==> src/rtl/ysyx_23060201_lsu_pkg.sv <==
// rtl/ysyx_23060201_lsu_pkg.sv - shared LSU encodings: FSM states, mask size codes, sign bit
// Optional misalignment check is enabled by YSYX_23060201_LSU_MISALIGN_CHK_EN.
package ysyx_23060201_lsu_pkg;

  localparam logic [1:0] ST_IDLE = 2'd0;
  localparam logic [1:0] ST_REQ  = 2'd1;
  localparam logic [1:0] ST_RESP = 2'd2;
  localparam logic [1:0] ST_DONE = 2'd3;

  localparam logic [3:0] MASK_B = 4'b0001;
  localparam logic [3:0] MASK_H = 4'b0011;
  localparam logic [3:0] MASK_W = 4'b1111;

  localparam int SIGN_BIT = 4;

  // A half must sit on an even byte, a word on a word boundary.
  function automatic logic is_misaligned(input logic [1:0] off, input logic [3:0] size);
    return ((size == MASK_H) && off[0]) || ((size == MASK_W) && (off != 2'd0));
  endfunction

endpackage

==> src/rtl/ysyx_23060201_lsu_if.sv <==
// rtl/ysyx_23060201_lsu_if.sv - word-aligned valid/ready data bus between the LSU and memory
interface ysyx_23060201_lsu_if #(
  parameter int ADDR_WIDTH = 32,
  parameter int DATA_WIDTH = 32
) ();

  logic                    bus_req_valid;
  logic                    bus_req_ready;
  logic [ADDR_WIDTH-1:0]   bus_addr;
  logic                    bus_wen;
  logic [DATA_WIDTH-1:0]   bus_wdata;
  logic [DATA_WIDTH/8-1:0] bus_wstrb;
  logic                    bus_resp_valid;
  logic [DATA_WIDTH-1:0]   bus_resp_rdata;
  logic                    bus_resp_err;

  modport master (
    output bus_req_valid, bus_addr, bus_wen, bus_wdata, bus_wstrb,
    input  bus_req_ready, bus_resp_valid, bus_resp_rdata, bus_resp_err
  );

  modport slave (
    input  bus_req_valid, bus_addr, bus_wen, bus_wdata, bus_wstrb,
    output bus_req_ready, bus_resp_valid, bus_resp_rdata, bus_resp_err
  );

endinterface

==> src/rtl/ysyx_23060201_lsu_align.sv <==
// rtl/ysyx_23060201_lsu_align.sv - byte-lane alignment for stores and extraction/extension for loads
module ysyx_23060201_lsu_align
  import ysyx_23060201_lsu_pkg::*;
(
  input  logic [1:0]  off,
  input  logic [3:0]  size,
  input  logic        sign,
  input  logic [31:0] wdata,
  input  logic [31:0] rdata,
  output logic [3:0]  wstrb,
  output logic [31:0] wdata_sh,
  output logic [31:0] rdata_ext
);

  logic [31:0] rdata_sh;

  // Lanes shifted past byte 3 fall off the top; reads zero-fill from the top.
  assign wstrb    = size << off;
  assign wdata_sh = wdata << {off, 3'b000};
  assign rdata_sh = rdata >> {off, 3'b000};

  always_comb begin
    rdata_ext = 32'd0;
    case (size)
      MASK_B:  rdata_ext = {{24{sign & rdata_sh[7]}}, rdata_sh[7:0]};
      MASK_H:  rdata_ext = {{16{sign & rdata_sh[15]}}, rdata_sh[15:0]};
      MASK_W:  rdata_ext = rdata_sh;
      default: rdata_ext = 32'd0;
    endcase
  end

endmodule

==> src/rtl/ysyx_23060201_lsu.sv <==
// rtl/ysyx_23060201_lsu.sv - multi-cycle load/store unit: one request in flight over a valid/ready bus
// Optional misaligned-access rejection: define YSYX_23060201_LSU_MISALIGN_CHK_EN.
module ysyx_23060201_lsu
  import ysyx_23060201_lsu_pkg::*;
#(
  parameter int ADDR_WIDTH = 32,
  parameter int DATA_WIDTH = 32
) (
  input  logic                  clk,
  input  logic                  rst_n,

  input  logic                  in_valid,
  output logic                  in_ready,
  input  logic                  mem_ren,
  input  logic [ADDR_WIDTH-1:0] mem_raddr,
  input  logic [7:0]            mem_rmask,
  input  logic                  mem_wen,
  input  logic [ADDR_WIDTH-1:0] mem_waddr,
  input  logic [7:0]            mem_wmask,
  input  logic [DATA_WIDTH-1:0] mem_wdata,

  ysyx_23060201_lsu_if.master   bus,

  output logic                  out_valid,
  input  logic                  out_ready,
  output logic [DATA_WIDTH-1:0] out_rdata,
  output logic                  out_err
);

  logic [1:0]            state;
  logic [1:0]            lat_off;
  logic [3:0]            lat_size;
  logic                  lat_sign;
  logic                  lat_load;

  logic [ADDR_WIDTH-1:0] req_addr;
  logic [3:0]            req_size;
  logic                  misalign;

  logic [1:0]            al_off;
  logic [3:0]            al_size;
  logic [3:0]            al_wstrb;
  logic [31:0]           al_wdata;
  logic [31:0]           al_rdata;

  logic                  unused_ok;

  assign unused_ok = ^{mem_rmask[7:5], mem_wmask[7:4]};

  assign in_ready = (state == ST_IDLE);

  assign req_addr = mem_wen ? mem_waddr : mem_raddr;
  assign req_size = mem_wen ? mem_wmask[3:0] : mem_rmask[3:0];

`ifdef YSYX_23060201_LSU_MISALIGN_CHK_EN
  assign misalign = is_misaligned(req_addr[1:0], req_size);
`else
  assign misalign = 1'b0;
`endif

  // The aligner sees the incoming request while idle and the latched one afterwards.
  assign al_off  = (state == ST_IDLE) ? req_addr[1:0] : lat_off;
  assign al_size = (state == ST_IDLE) ? req_size      : lat_size;

  ysyx_23060201_lsu_align u_align (
    .off       (al_off),
    .size      (al_size),
    .sign      (lat_sign),
    .wdata     (mem_wdata),
    .rdata     (bus.bus_resp_rdata),
    .wstrb     (al_wstrb),
    .wdata_sh  (al_wdata),
    .rdata_ext (al_rdata)
  );

  always_ff @(posedge clk or negedge rst_n) begin
    if (!rst_n) begin
      state             <= ST_IDLE;
      lat_off           <= 2'd0;
      lat_size          <= 4'd0;
      lat_sign          <= 1'b0;
      lat_load          <= 1'b0;
      bus.bus_req_valid <= 1'b0;
      bus.bus_addr      <= '0;
      bus.bus_wen       <= 1'b0;
      bus.bus_wdata     <= '0;
      bus.bus_wstrb     <= '0;
      out_valid         <= 1'b0;
      out_rdata         <= '0;
      out_err           <= 1'b0;
    end else begin
      case (state)
        ST_IDLE: begin
          if (in_valid) begin
            lat_off  <= req_addr[1:0];
            lat_size <= req_size;
            lat_sign <= mem_rmask[SIGN_BIT];
            lat_load <= mem_ren & ~mem_wen;
            if (mem_ren && mem_wen) begin
              state     <= ST_DONE;
              out_valid <= 1'b1;
              out_rdata <= '0;
              out_err   <= 1'b1;
            end else if (!mem_ren && !mem_wen) begin
              state     <= ST_DONE;
              out_valid <= 1'b1;
              out_rdata <= '0;
              out_err   <= 1'b0;
            end else if (misalign) begin
              state     <= ST_DONE;
              out_valid <= 1'b1;
              out_rdata <= '0;
              out_err   <= 1'b1;
            end else begin
              state             <= ST_REQ;
              bus.bus_req_valid <= 1'b1;
              bus.bus_addr      <= {req_addr[ADDR_WIDTH-1:2], 2'b00};
              bus.bus_wen       <= mem_wen;
              bus.bus_wdata     <= mem_wen ? al_wdata : 32'd0;
              bus.bus_wstrb     <= mem_wen ? al_wstrb : 4'd0;
            end
          end
        end
        ST_REQ: begin
          if (bus.bus_req_ready) begin
            state             <= ST_RESP;
            bus.bus_req_valid <= 1'b0;
          end
        end
        ST_RESP: begin
          if (bus.bus_resp_valid) begin
            state     <= ST_DONE;
            out_valid <= 1'b1;
            out_rdata <= lat_load ? al_rdata : 32'd0;
            out_err   <= bus.bus_resp_err;
          end
        end
        ST_DONE: begin
          if (out_ready) begin
            state     <= ST_IDLE;
            out_valid <= 1'b0;
          end
        end
        default: state <= ST_IDLE;
      endcase
    end
  end

endmodule
==> src/flat_wrapper.sv <==
// flat-port wrapper written by rule: the top's interface ports become plain ports
module ysyx_23060201_lsu_flat import ysyx_23060201_lsu_pkg::*;
#(
  parameter int ADDR_WIDTH = 32,
  parameter int DATA_WIDTH = 32
)
  (clk, rst_n, in_valid, in_ready, mem_ren, mem_raddr, mem_rmask, mem_wen, mem_waddr, mem_wmask, mem_wdata, out_valid, out_ready, out_rdata, out_err, bus_bus_req_valid, bus_bus_addr, bus_bus_wen, bus_bus_wdata, bus_bus_wstrb, bus_bus_req_ready, bus_bus_resp_valid, bus_bus_resp_rdata, bus_bus_resp_err);
  ysyx_23060201_lsu_if #(.ADDR_WIDTH(ADDR_WIDTH), .DATA_WIDTH(DATA_WIDTH)) bus_i ();
  input  logic clk;
  input  logic rst_n;
  input  logic in_valid;
  output logic in_ready;
  input  logic mem_ren;
  input  logic [ADDR_WIDTH-1:0] mem_raddr;
  input  logic [7:0] mem_rmask;
  input  logic mem_wen;
  input  logic [ADDR_WIDTH-1:0] mem_waddr;
  input  logic [7:0] mem_wmask;
  input  logic [DATA_WIDTH-1:0] mem_wdata;
  output logic out_valid;
  input  logic out_ready;
  output logic [DATA_WIDTH-1:0] out_rdata;
  output logic out_err;
  output wire logic [$bits(bus_i.bus_req_valid)-1:0] bus_bus_req_valid;
  output wire logic [$bits(bus_i.bus_addr)-1:0] bus_bus_addr;
  output wire logic [$bits(bus_i.bus_wen)-1:0] bus_bus_wen;
  output wire logic [$bits(bus_i.bus_wdata)-1:0] bus_bus_wdata;
  output wire logic [$bits(bus_i.bus_wstrb)-1:0] bus_bus_wstrb;
  input wire logic [$bits(bus_i.bus_req_ready)-1:0] bus_bus_req_ready;
  input wire logic [$bits(bus_i.bus_resp_valid)-1:0] bus_bus_resp_valid;
  input wire logic [$bits(bus_i.bus_resp_rdata)-1:0] bus_bus_resp_rdata;
  input wire logic [$bits(bus_i.bus_resp_err)-1:0] bus_bus_resp_err;
  assign bus_bus_req_valid = bus_i.bus_req_valid;
  assign bus_bus_addr = bus_i.bus_addr;
  assign bus_bus_wen = bus_i.bus_wen;
  assign bus_bus_wdata = bus_i.bus_wdata;
  assign bus_bus_wstrb = bus_i.bus_wstrb;
  assign bus_i.bus_req_ready = bus_bus_req_ready;
  assign bus_i.bus_resp_valid = bus_bus_resp_valid;
  assign bus_i.bus_resp_rdata = bus_bus_resp_rdata;
  assign bus_i.bus_resp_err = bus_bus_resp_err;
  ysyx_23060201_lsu #(.ADDR_WIDTH(ADDR_WIDTH), .DATA_WIDTH(DATA_WIDTH)) u_core (.clk(clk), .rst_n(rst_n), .in_valid(in_valid), .in_ready(in_ready), .mem_ren(mem_ren), .mem_raddr(mem_raddr), .mem_rmask(mem_rmask), .mem_wen(mem_wen), .mem_waddr(mem_waddr), .mem_wmask(mem_wmask), .mem_wdata(mem_wdata), .bus(bus_i), .out_valid(out_valid), .out_ready(out_ready), .out_rdata(out_rdata), .out_err(out_err));
endmodule
==> config.mk <==
export PLATFORM = sky130hd
export DESIGN_NAME = ysyx_23060201_lsu_flat
export DESIGN_NICKNAME = d
export VERILOG_FILES = /design/src/rtl/ysyx_23060201_lsu_pkg.sv /design/src/rtl/ysyx_23060201_lsu_if.sv /design/src/rtl/ysyx_23060201_lsu_align.sv /design/src/rtl/ysyx_23060201_lsu.sv /design/src/flat_wrapper.sv
export SDC_FILE = /design/constraint.sdc
export NUM_CORES = 1
export LEC_CHECK = 0
export ABC_AREA = 1
export BUFFER_PORTS_ARGS = -buffer_cell sky130_fd_sc_hd__buf_2
export CAP_MARGIN = 15
export CORE_UTILIZATION = 40
export DETAILED_ROUTE_END_ITERATION = 7
export GPL_ROUTABILITY_DRIVEN = 0
export PLACE_DENSITY_LB_ADDON = 0.1
export SYNTH_ARGS = -nofsm -noshare
export SYNTH_HDL_FRONTEND = slang
export SYNTH_HIERARCHICAL = 1
export SYNTH_SLANG_ARGS = --single-unit
export TNS_END_PERCENT = 100
==> constraint.sdc <==
create_clock -name clk -period 3.2 [get_ports clk]
set_clock_uncertainty 0.2 [all_clocks]
set_input_delay 0.32 -clock clk [delete_from_list [all_inputs] [get_ports clk]]
set_output_delay 0.32 -clock clk [all_outputs]
set_load 0.005 [all_outputs]
* After elaboration in Yosys (flattened, before gate mapping)
Cells that the tools add are included.
** Word-level totals
- Flip-flop bits (word level) :: 112
- Input port bits :: 153
- Output and inout bits :: 105
- Word-level logic and storage cells :: 85
** Operators by class
- Equality and inequality tests :: 13
- Shifts and indexed selects :: 3
- Muxes and demuxes :: 36
- Bitwise logic cells :: 6
- Reduce and logical (&&, ||, !) cells :: 14
** Operator list (count)
- $mux 32 :: 7
- $pmux 32 s3 :: 1
- $pmux 32 s2 :: 1
- $shl 32x5->32 :: 1
- $shr 32x5->32 :: 1
- $mux 2 :: 7
- $mux 1 :: 13
- $mux 4 :: 3
- $ne 2x2->1 const B :: 6
- $reduce_and 4->1 :: 3
- $reduce_and 5->1 :: 2
- $pmux 2 s4 :: 1
- $eq 2x2->1 const B :: 2
- $eq 4x1->1 const B :: 1
- $eq 4x2->1 const B :: 1
- $eq 4x4->1 const B :: 1
- $pmux 1 s2 :: 2
- $reduce_bool 2->1 :: 2
- $shl 4x2->4 :: 1
- $and 1x1->1 :: 3
- $ne 3x1->1 const B :: 1
- $not 1->1 :: 3
- $pmux 1 s3 :: 1
- $reduce_bool 3->1 :: 1
- 5 further kinds :: 7

* Longest topological paths before layout
Gate-level depths: netlist of the first run.
- Word-level depth :: 8
- Gate-level depth with buffers :: 18
- Depth with buffers taken out :: 15

* By module
Netlist of the first run, hierarchy kept.
** By module, submodules not included
- ysyx_23060201_lsu :: instances 1, cells an instance 670, area each 5446.5 um2, sequential area each 2802.7 um2
- ysyx_23060201_lsu_align :: instances 1, cells an instance 304, area each 1498.9 um2, sequential area each 0.0 um2

* Worst setup path before layout of the first run
Ideal clock, no wire load.
- Kind :: reg-to-reg
- Start :: register u_core.state[0]
- End :: register u_core.out_rdata[17]
- Arrival time :: 2.327 ns
- Data required time :: 2.934 ns
- Path slack :: 0.608 ns
- Cell stages (with the launch flop) :: 17
- Buffers on the path :: 3
- Period minus slack after synthesis :: 2.592 ns
- Cells stage by stage :: dfrtp_1 -> inv_1 -> ha_1 -> buf_6 -> clkbuf_1 -> o21ai_0 -> nand2_2 -> inv_2 -> nand2_2 -> nor2_2 -> nand2_2 -> buf_6 -> nand3_1 -> inv_1 -> nor2_1 -> nand3_1 -> nand2_1
** RTL lines
- start: declaration :: line ysyx_23060201_lsu.sv:30 : logic [1:0] state;
- start signal: assignment :: line ysyx_23060201_lsu.sv:78 : state <= ST_IDLE;
- start signal: assignment :: line ysyx_23060201_lsu.sv:100 : state <= ST_DONE;
- start signal: assignment :: line ysyx_23060201_lsu.sv:105 : state <= ST_DONE;
- $logic_not 2->1 (*)
- named net in_ready :: line flat_wrapper.sv:12 : output logic in_ready;
- $mux 4 (*) :: line ysyx_23060201_lsu.sv:63 : assign al_size = (state == ST_IDLE) ? req_size : lat_size;
- named net u_core.al_size[0] :: line ysyx_23060201_lsu.sv:41 : logic [3:0] al_size;
- $eq 4x4->1, or another cell as far along :: line ysyx_23060201_lsu_align.sv:24 : case (size)
- $pmux 32 s3 (*) :: line ysyx_23060201_lsu_align.sv:24
- named net u_core.al_rdata[17] :: line ysyx_23060201_lsu.sv:44 : logic [31:0] al_rdata;
- $mux 32 (*) :: line ysyx_23060201_lsu.sv:134 : out_rdata <= lat_load ? al_rdata : 32'd0;
- $mux 32 (*) :: line ysyx_23060201_lsu.sv:131 : if (bus.bus_resp_valid) begin
- $pmux 32 s2 (*) :: line ysyx_23060201_lsu.sv:92 : case (state)
- end signal: assignment :: line ysyx_23060201_lsu.sv:134
- end: declaration :: line ysyx_23060201_lsu.sv:26 : output logic [DATA_WIDTH-1:0] out_rdata,
The timed path passes the listed nets; every way through them passes the cells marked *. The select of a mux whose other input is x is not followed.
A chain may end at the register's enable or synchronous reset.

* Worst setup path in the final report of the first run
- Start :: register u_core.state[0]
- End :: register u_core.out_rdata[6]
** Between the ends
- Longest elaborated chain between the ends :: 7
** Ends and longest elaborated chain (line)
- $logic_not 2->1 (*) :: ysyx_23060201_lsu.sv:63
- $mux 4 (*) :: ysyx_23060201_lsu.sv:63
- named net u_core.al_size[0] :: ysyx_23060201_lsu.sv:41
- $eq 4x4->1, or another cell as far along :: ysyx_23060201_lsu_align.sv:24
- $pmux 32 s3 (*) :: ysyx_23060201_lsu_align.sv:24
- named net u_core.al_rdata[6] :: ysyx_23060201_lsu.sv:44
- $mux 32 (*) :: ysyx_23060201_lsu.sv:134
- $mux 32 (*) :: ysyx_23060201_lsu.sv:131
- $pmux 32 s2 (*) :: ysyx_23060201_lsu.sv:92
Marked as above.

==> results of run 1 <==
-- per-stage QoR --
stage	util (%)	std cells	cell area [µm²]
floorplan	-	975	6950
global placement	48.6	1386	8140
detailed placement	48.6	1386	8140
CTS	50.5	1404	8460
global route	50.6	1405	8480
finish	50.6	1405	8480
-- kinds of logic after synthesis --
kind of cell / count (synthesis) / share of synthesized area (%)
adder cells (fa/ha/maj): 9 / 1.62
flip-flops: 112 / 40.4
AND/OR/NAND/NOR: 545 / 33.3
other: 1 / 0.0540
AO/OA/AOI/OAI: 150 / 12.7
buffers and inverters: 154 / 11.6
multiplexers: 3 / 0.432
-- layer usage --
layer	wire, µm	vias up
met4	250	0
met5	0	-
met1	9590	3217
met3	1270	19
met2	9540	238
li1	-	3551
-- synthesized netlist by cell type, drive strengths merged --
cell / n
conb: 1
dfrtp: 112
o31ai: 5
nand3: 151
o211ai: 9
buf: 59
nor2: 62
nor3: 5
ha: 9
nand3b: 1
a22oi: 3
o21a: 30
mux2i: 3
nand4: 7
nand2: 319
a21oi: 10
o21ai: 93
clkbuf: 15
inv: 80
-- worst max path at each step --
| stage | depth (start not counted) | slack [ns] | endpoint |
|---|---|---|---|
| floorplan | 16 | 0.61 | u_core/out_rdata[17] |
| global placement | 12 | 0.12 | u_core/out_rdata[28] |
| detailed placement | 12 | 0.04 | u_core/out_rdata[19] |
| CTS | 12 | 0.03 | u_core/out_rdata[19] |
| global route | 12 | 0.004 | u_core/out_rdata[6] |
| finish | 12 | 0.27 | u_core/out_rdata[6] |
-- flip-flops by register name, indices dropped and copies added (netlist names) --
signal and flops:
u_core/bus.bus_wstrb 4, u_core/lat_size 4, u_core/bus.bus_addr 30, u_core/bus.bus_wdata 32, u_core/bus.bus_req_valid 1, u_core/state 2
u_core/lat_load 1, u_core/lat_off 2, u_core/out_valid 1, u_core/lat_sign 1, u_core/bus.bus_wen 1, u_core/out_err 1
u_core/out_rdata 32
-- cell usage in the layout, fill, tap and decap left out, types with 2 or more instances in the layout --
cell type	synthesis	final
clkbuf_16	0	9
nor2_4	2	2
buf_12	0	2
mux2i_1	3	3
dlygate4sd3_1	0	2
inv_1	73	73
inv_2	6	6
nand2_4	2	2
nor3_1	5	5
a22oi_1	3	3
nor2_1	58	58
ha_1	9	8
nand2_1	314	314
o21ai_1	4	4
dfrtp_1	112	112
o21ai_4	1	3
o21ai_0	87	85
a21oi_1	10	10
buf_2	22	247
inv_6	0	3
o31ai_1	5	5
buf_4	8	16
o21a_1	30	30
nand3_1	150	150
o211ai_1	9	9
clkinvlp_4	0	2
nand4_1	7	7
nor2_2	2	2
nand2_2	3	3
conb_1	1	2
-- repair_timing --
action | CTS | global route
hold endpoints to repair | 46 | 0
gates resized for setup | 0 | 2
setup endpoints to repair | 0 | 33
hold buffers | 2 | 0
-- worst max-delay path, cell delays in order (launching register included) --
cell,delay [ns]
dfrtp_1,0.40
inv_1,0.11
ha_2,0.30
o21ai_0,0.53
nand2_2,0.19
nor2_4,0.40
a21oi_1,0.08
buf_4,0.20
nor2_1,0.12
inv_1,0.05
nor2_1,0.10
nand3_1,0.08
nand2_1,0.10
-- cell type report --
class | count | area [µm²] | area share, %
inverters | 80 | 303 | 3.57
clock buffers | 9 | 225 | 2.66
flip-flops and latches | 112 | 2800 | 33.1
multi-input cells | 709 | 3380 | 39.8
clock inverters | 7 | 76.3 | 0.900
repair buffers | 267 | 1420 | 16.7
well taps | 220 | 275 | 3.25
diodes | 1 | 2.50 | 0.0295
-- power groups by stage --
stage                     registers (mW)  clock network [mW]  logic (mW)
final                               2.10                1.17        3.66
after global routing                2.16                1.27        4.13
after CTS                           2.10                1.21        3.66
after detailed placement            2.12                   0        3.65
after global placement              2.11                   0        3.62
after floorplan                     2.15                   0        2.66
==> results.sh, run 1 <==
export IMPL_finalCritPeriodShare_pct=91.5
export IMPL_drc=0
export IMPL_clock_sinks=112
export IMPL_cap_violations=0
export IMPL_reg2reg_depth=12
export IMPL_status="completed"
export IMPL_timing_final_max_slew_violations=0
export IMPL_yosysUniqueCellTypes=32
export IMPL_grt_usage_pct=23.8
export IMPL_hold_class="input pin to register"
export IMPL_cts_buffers=9
export IMPL_power_density_nw_per_um2=817
export IMPL_p_switching_mw=3.16
export IMPL_swShare_pct=45.6
export IMPL_io_buffers=248
export IMPL_pwr_share_comb_pct=52.8
export IMPL_clk_pin_slew_ns=0.08
export IMPL_rows=47
export IMPL_die_area_um2=17900
export IMPL_worstReg2RegEnd="u_core/out_rdata[6]"
export IMPL_finalWirelength_um=20700
export IMPL_grtUsageMet1_pct=32.6
export IMPL_areaGrowthSynthToFinish_pct=22.1
export IMPL_busiest_layer="met2"
export IMPL_whs_path_depth=4
export IMPL_setup_tns_final_ns=0
export IMPL_cp_startpoint="u_core/state[0]"
export IMPL_power_total_mw=6.93
export IMPL_synth_seq_cells=112
export IMPL_seqPwrFrac_pct=30.3
export IMPL_synth_avg_cell_area_um2=7.13
export IMPL_crit_arrival_ns=3.03
export IMPL_grt_max_degree=82
export IMPL_postCtsSetupBuffers=0
export IMPL_rsz0062_at_grt="no"
export IMPL_h_tree_depth=3
export IMPL_grt_pass1_vias=6524
export IMPL_die_y_um=134
export IMPL_layout_min_cycle_time_ns=2.93
export IMPL_cp_required_ns=3.30
export IMPL_min_from="mem_raddr[11]"
export IMPL_start_util_pct=41.4
export IMPL_cts_tree="yes"
export IMPL_endpoint_kind="register"
export IMPL_grt_pass1_wl_um=33800
export IMPL_vdd_ir_drop_max_mv=0.376
export IMPL_grt_antenna_before_repair=1
export IMPL_yosys_warnings=6
export IMPL_met3_usage_pct=4.54
export IMPL_crit_fanout=17
export IMPL_worst_slew_pin_slew_ns=0.967
export IMPL_coreArea_um2=16800
export IMPL_cts_root_buf="clkbuf_16"
export IMPL_setup_viol=0
export IMPL_final_hold_viol_count=0
export IMPL_fin_ws_ns=0.271
export IMPL_final_layout_size_suffix_gt1_share_pct=25.6
export IMPL_synth_top_area_share_pct=40.4
export IMPL_synthTopCellsByArea="dfrtp_1, nand2_1, nand3_1"
export IMPL_path_class="register to register"
export IMPL_internal_power_mw=3.77
export IMPL_reg2reg_slack_ns=0.27
export IMPL_yosysSeqAreaShare_pct=40.4
export IMPL_fillers=1790
export IMPL_slew_headroom_pct=35.3
export IMPL_detail_route_antenna_nets=0
export IMPL_firstDrtPassIters=5
export IMPL_leakage_nw=4.63
export IMPL_synthesis_area_um2=6950
export IMPL_overflow=0
export IMPL_r2r_start="u_core/state[0]"
export IMPL_yosys_area_top_type="dfrtp_1"
export IMPL_via_per_inst=5.00
export IMPL_clockBufferDepth=2
export IMPL_die_w_um=134
export IMPL_layout_nets=1341
export IMPL_pre_cts_ws_ns=0.0437
export IMPL_ios=258
export IMPL_dp_hpwl_um=14600
export IMPL_grtUsageMet2_pct=38.1
export IMPL_whs_endpoint="u_core/bus.bus_addr[11]"
export IMPL_num_vias=7025
export IMPL_wl_per_cell_um=14.7
export IMPL_fmaxAchievable_ghz=0.341
export IMPL_whs_ns=0.0829
export IMPL_clk_latency_ns=0.35
export IMPL_p_clk_share_pct=16.9
export IMPL_syn_inst=974
export IMPL_drtIter0Drc=501
export IMPL_start_kind="register"
(Power assumes the default switching activity.)
==> run 2: changes to the inputs <==
- SYNTH_HIERARCHICAL: 1 -> not set
==> run 2 against run 1 <==
  * Sequential power hardly changed
  * Combinational power is 11% lower
  * Via count shrank 9.5%
  * First-iteration DRC count down 29%
  * Sequential share of layout area is 2.1 points higher
  * Register-to-register slack better by 0.28 ns
  * Final cell count shrank 6.4%
  * Setup slack improved by 0.28 ns
  * Global-route usage down 0.55 points
  * Critical endpoint is now u_core.bus.bus_wdata[16]
  * Largest power group unchanged
==> results.sh, run 2 <==
export IMPL_firstDrtPassIters=6
export IMPL_cts_resized=0
export IMPL_worst_slew_pin_slew_ns=0.985
export IMPL_crit_top_cell="inv_1"
export IMPL_internal_power_mw=3.74
export IMPL_yosysUniqueCellTypes=32
export IMPL_p_switching_mw=2.88
export IMPL_yosys_area_top_type="dfrtp_1"
export IMPL_layout_min_cycle_time_ns=2.65
export IMPL_rsz0062_at_grt="no"
export IMPL_wl_per_cell_um=14.0
export IMPL_h_tree_depth=3
export IMPL_ios=258
export IMPL_finalCritPeriodShare_pct=82.8
export IMPL_slew_headroom_pct=34.3
export IMPL_p_clk_share_pct=19.3
export IMPL_synth_edf_count=0
export IMPL_synth_seq_cells=112
export IMPL_hold_class="input pin to register"
export IMPL_endpoint_kind="register"
export IMPL_clk_pin_slew_ns=0.08
export IMPL_setup_viol=0
export IMPL_areaGrowthSynthToFinish_pct=26.5
export IMPL_path_class="register to register"
export IMPL_synth_common_cells="nand2_1, dfrtp_1, nor2_1, nand3_1, inv_1"
export IMPL_vdd_ir_drop_max_mv=0.381
export IMPL_crit_fanout=16
export IMPL_top_regs="u_core.bus.bus_wdata x32, u_core.out_rdata x32, u_core.bus.bus_addr x30"
export IMPL_die_area_um2=16300
export IMPL_crit_buf_inv=5
export IMPL_cp_required_ns=3.29
export IMPL_grt_max_degree=98
export IMPL_crit_chain="inv_1, ha_1, nand2_1, inv_2, nand2_4, nor2_4, buf_4, inv_1, o21ai_0, inv_1, o21ai_1"
export IMPL_power_density_nw_per_um2=831
export IMPL_seqPwrFrac_pct=31.4
export IMPL_coreArea_um2=15300
export IMPL_clockBufferDepth=2
export IMPL_synthesis_area_um2=6310
export IMPL_num_vias=6355
export IMPL_cts_hold_buf=2
export IMPL_yosys_warnings=0
export IMPL_path_delay_family="buffers and inverters"
export IMPL_layout_nets=1260
export IMPL_start_kind="register"
export IMPL_start_util_pct=41.2
export IMPL_ys_async_sr_fraction_pct=100
export IMPL_via_per_inst=4.83
export IMPL_syn_inst=877
export IMPL_pwr_share_comb_pct=49.3
export IMPL_grt_usage_pct=23.2
export IMPL_grt_antenna_before_repair=0
export IMPL_drtIter0Drc=354
export IMPL_n_antenna_cell=0
export IMPL_finalWirelength_um=18400
export IMPL_cap_violations=0
export IMPL_status="completed"
export IMPL_swShare_pct=43.5
export IMPL_slowest_delay_ns=0.42
export IMPL_crit_arrival_ns=2.73
export IMPL_final_layout_size_suffix_gt1_share_pct=27.2
export IMPL_cts_root_buf="clkbuf_16"
export IMPL_fmaxAchievable_ghz=0.377
export IMPL_synth_ff_type="dfrtp_1"
export IMPL_timing_final_max_slew_violations=0
export IMPL_postCtsSetupBuffers=0
export IMPL_drc=0
export IMPL_slowest_stage="ha_1"
export IMPL_clk_latency_ns=0.35
export IMPL_grt_pass1_vias=5935
export IMPL_cts_buffers=9
export IMPL_final_util_pct=52.1
export IMPL_setup_tns_final_ns=0
export IMPL_overflow=0
export IMPL_rows=45
export IMPL_synth_top_area_share_pct=44.4
export IMPL_grt_pass1_wl_um=29800
export IMPL_die_y_um=128
export IMPL_final_common_cell="nand2_1"
export IMPL_die_w_um=128
export IMPL_final_cell_mix="nand2_1, buf_2, dfrtp_1, nor2_1, nand3_1"
export IMPL_synth_most_common_cell="nand2_1"
export IMPL_synth_avg_cell_area_um2=7.19
export IMPL_dp_hpwl_um=13300
export IMPL_clock_sinks=112
export IMPL_detail_route_antenna_nets=0
export IMPL_io_buffers=248
export IMPL_yosysSeqAreaShare_pct=44.4
export IMPL_synthTopCellsByArea="dfrtp_1, nand2_1, nand3_1"
export IMPL_leakage_nw=4.65
export IMPL_final_hold_viol_count=0
export IMPL_cts_tree="yes"
## run 2: changes by cell type in the layout (fill, tap and decap cells not counted), moves of 11 or more
cell	delta
nand3_1	-84
o21ai_0	-38
nand2_1	+36
nor2_1	+30
o21a_1	-30
o31ai_1	+25
inv_1	-23
a21oi_1	+11
## run 2: power groups by stage
stage	sequential (mW)	combinational [mW]	clock (mW)
3_5_place_dp	2.10	3.29	0
3_3_place_gp	2.10	3.25	0
2_1_floorplan	2.12	2.29	0
4_1_cts	2.08	3.29	1.31
6_report	2.08	3.27	1.28
5_1_grt	2.13	3.74	1.36
## run 2: final timing paths
check	depth (start not counted)	end	slack, ns	startpoint
min reg2reg	2	u_core.out_rdata[25]	0.28	u_core.out_rdata[25]
max reg2reg	11	u_core.bus.bus_wdata[16]	0.55	u_core.state[1]
max	11	u_core.bus.bus_wdata[16]	0.55	u_core.state[1]
max in group asynchronous	3	u_core.lat_load	1.70	rst_n
min	3	u_core.bus.bus_addr[12]	0.03	mem_raddr[12]
min in group asynchronous	2	u_core.bus.bus_wdata[14]	0.32	rst_n
## run 2: kinds of logic (layout without fill, tap and decap cells)
| group | count (synthesis) | count (layout) | share of synthesized area, % |
|---|---|---|---|
| other | 1 | 2 | 0.0595 |
| muxes | 1 | 1 | 0.159 |
| buffers and inverters | 112 | 338 | 8.63 |
| adders and majority gates | 8 | 8 | 1.59 |
| DFF | 112 | 112 | 44.4 |
| and+or+nand+nor | 520 | 520 | 33.2 |
| AOI/OAI and AO/OA | 123 | 123 | 11.9 |
## run 2: metrics by stage
stage                     power, mW  hold slack (ns)  instances  instance area (µm²)  worst slack [ns]
after floorplan                4.42           -0.176        878                 6310             0.925
after global placement         5.35            0.185       1297                 7620             0.592
after detailed placement       5.38            0.183       1297                 7620             0.556
after CTS                      6.69           0.0238       1315                 7980             0.542
after global routing           7.23           0.0398       1315                 7980             0.310
final                          6.63           0.0334       1315                 7980             0.550
## run 2: area by class of cell
class / count / area, µm²
inverter: 57 / 214
fill: 1641 / 7340
timing repair buffer: 265 / 1390
clock inverter: 6 / 96.3
clock buffer: 10 / 239
sequential: 112 / 2800
multi-input combinational: 654 / 2970
tap: 211 / 264
## run 2: metal layers
metal | up-vias | routed length (µm) | global-route usage [%]
met5 | - | 0 | 0
met4 | 0 | 357 | 8.05
met3 | 23 | 1070 | 4.36
met2 | 210 | 8540 | 37.9
met1 | 2883 | 8430 | 30.9
li1 | 3239 | - | -
## run 2: worst min-delay path, cell delays in order
cell and delay (ns):
buf_2 0.09, nor2_1 0.07, o31ai_1 0.07
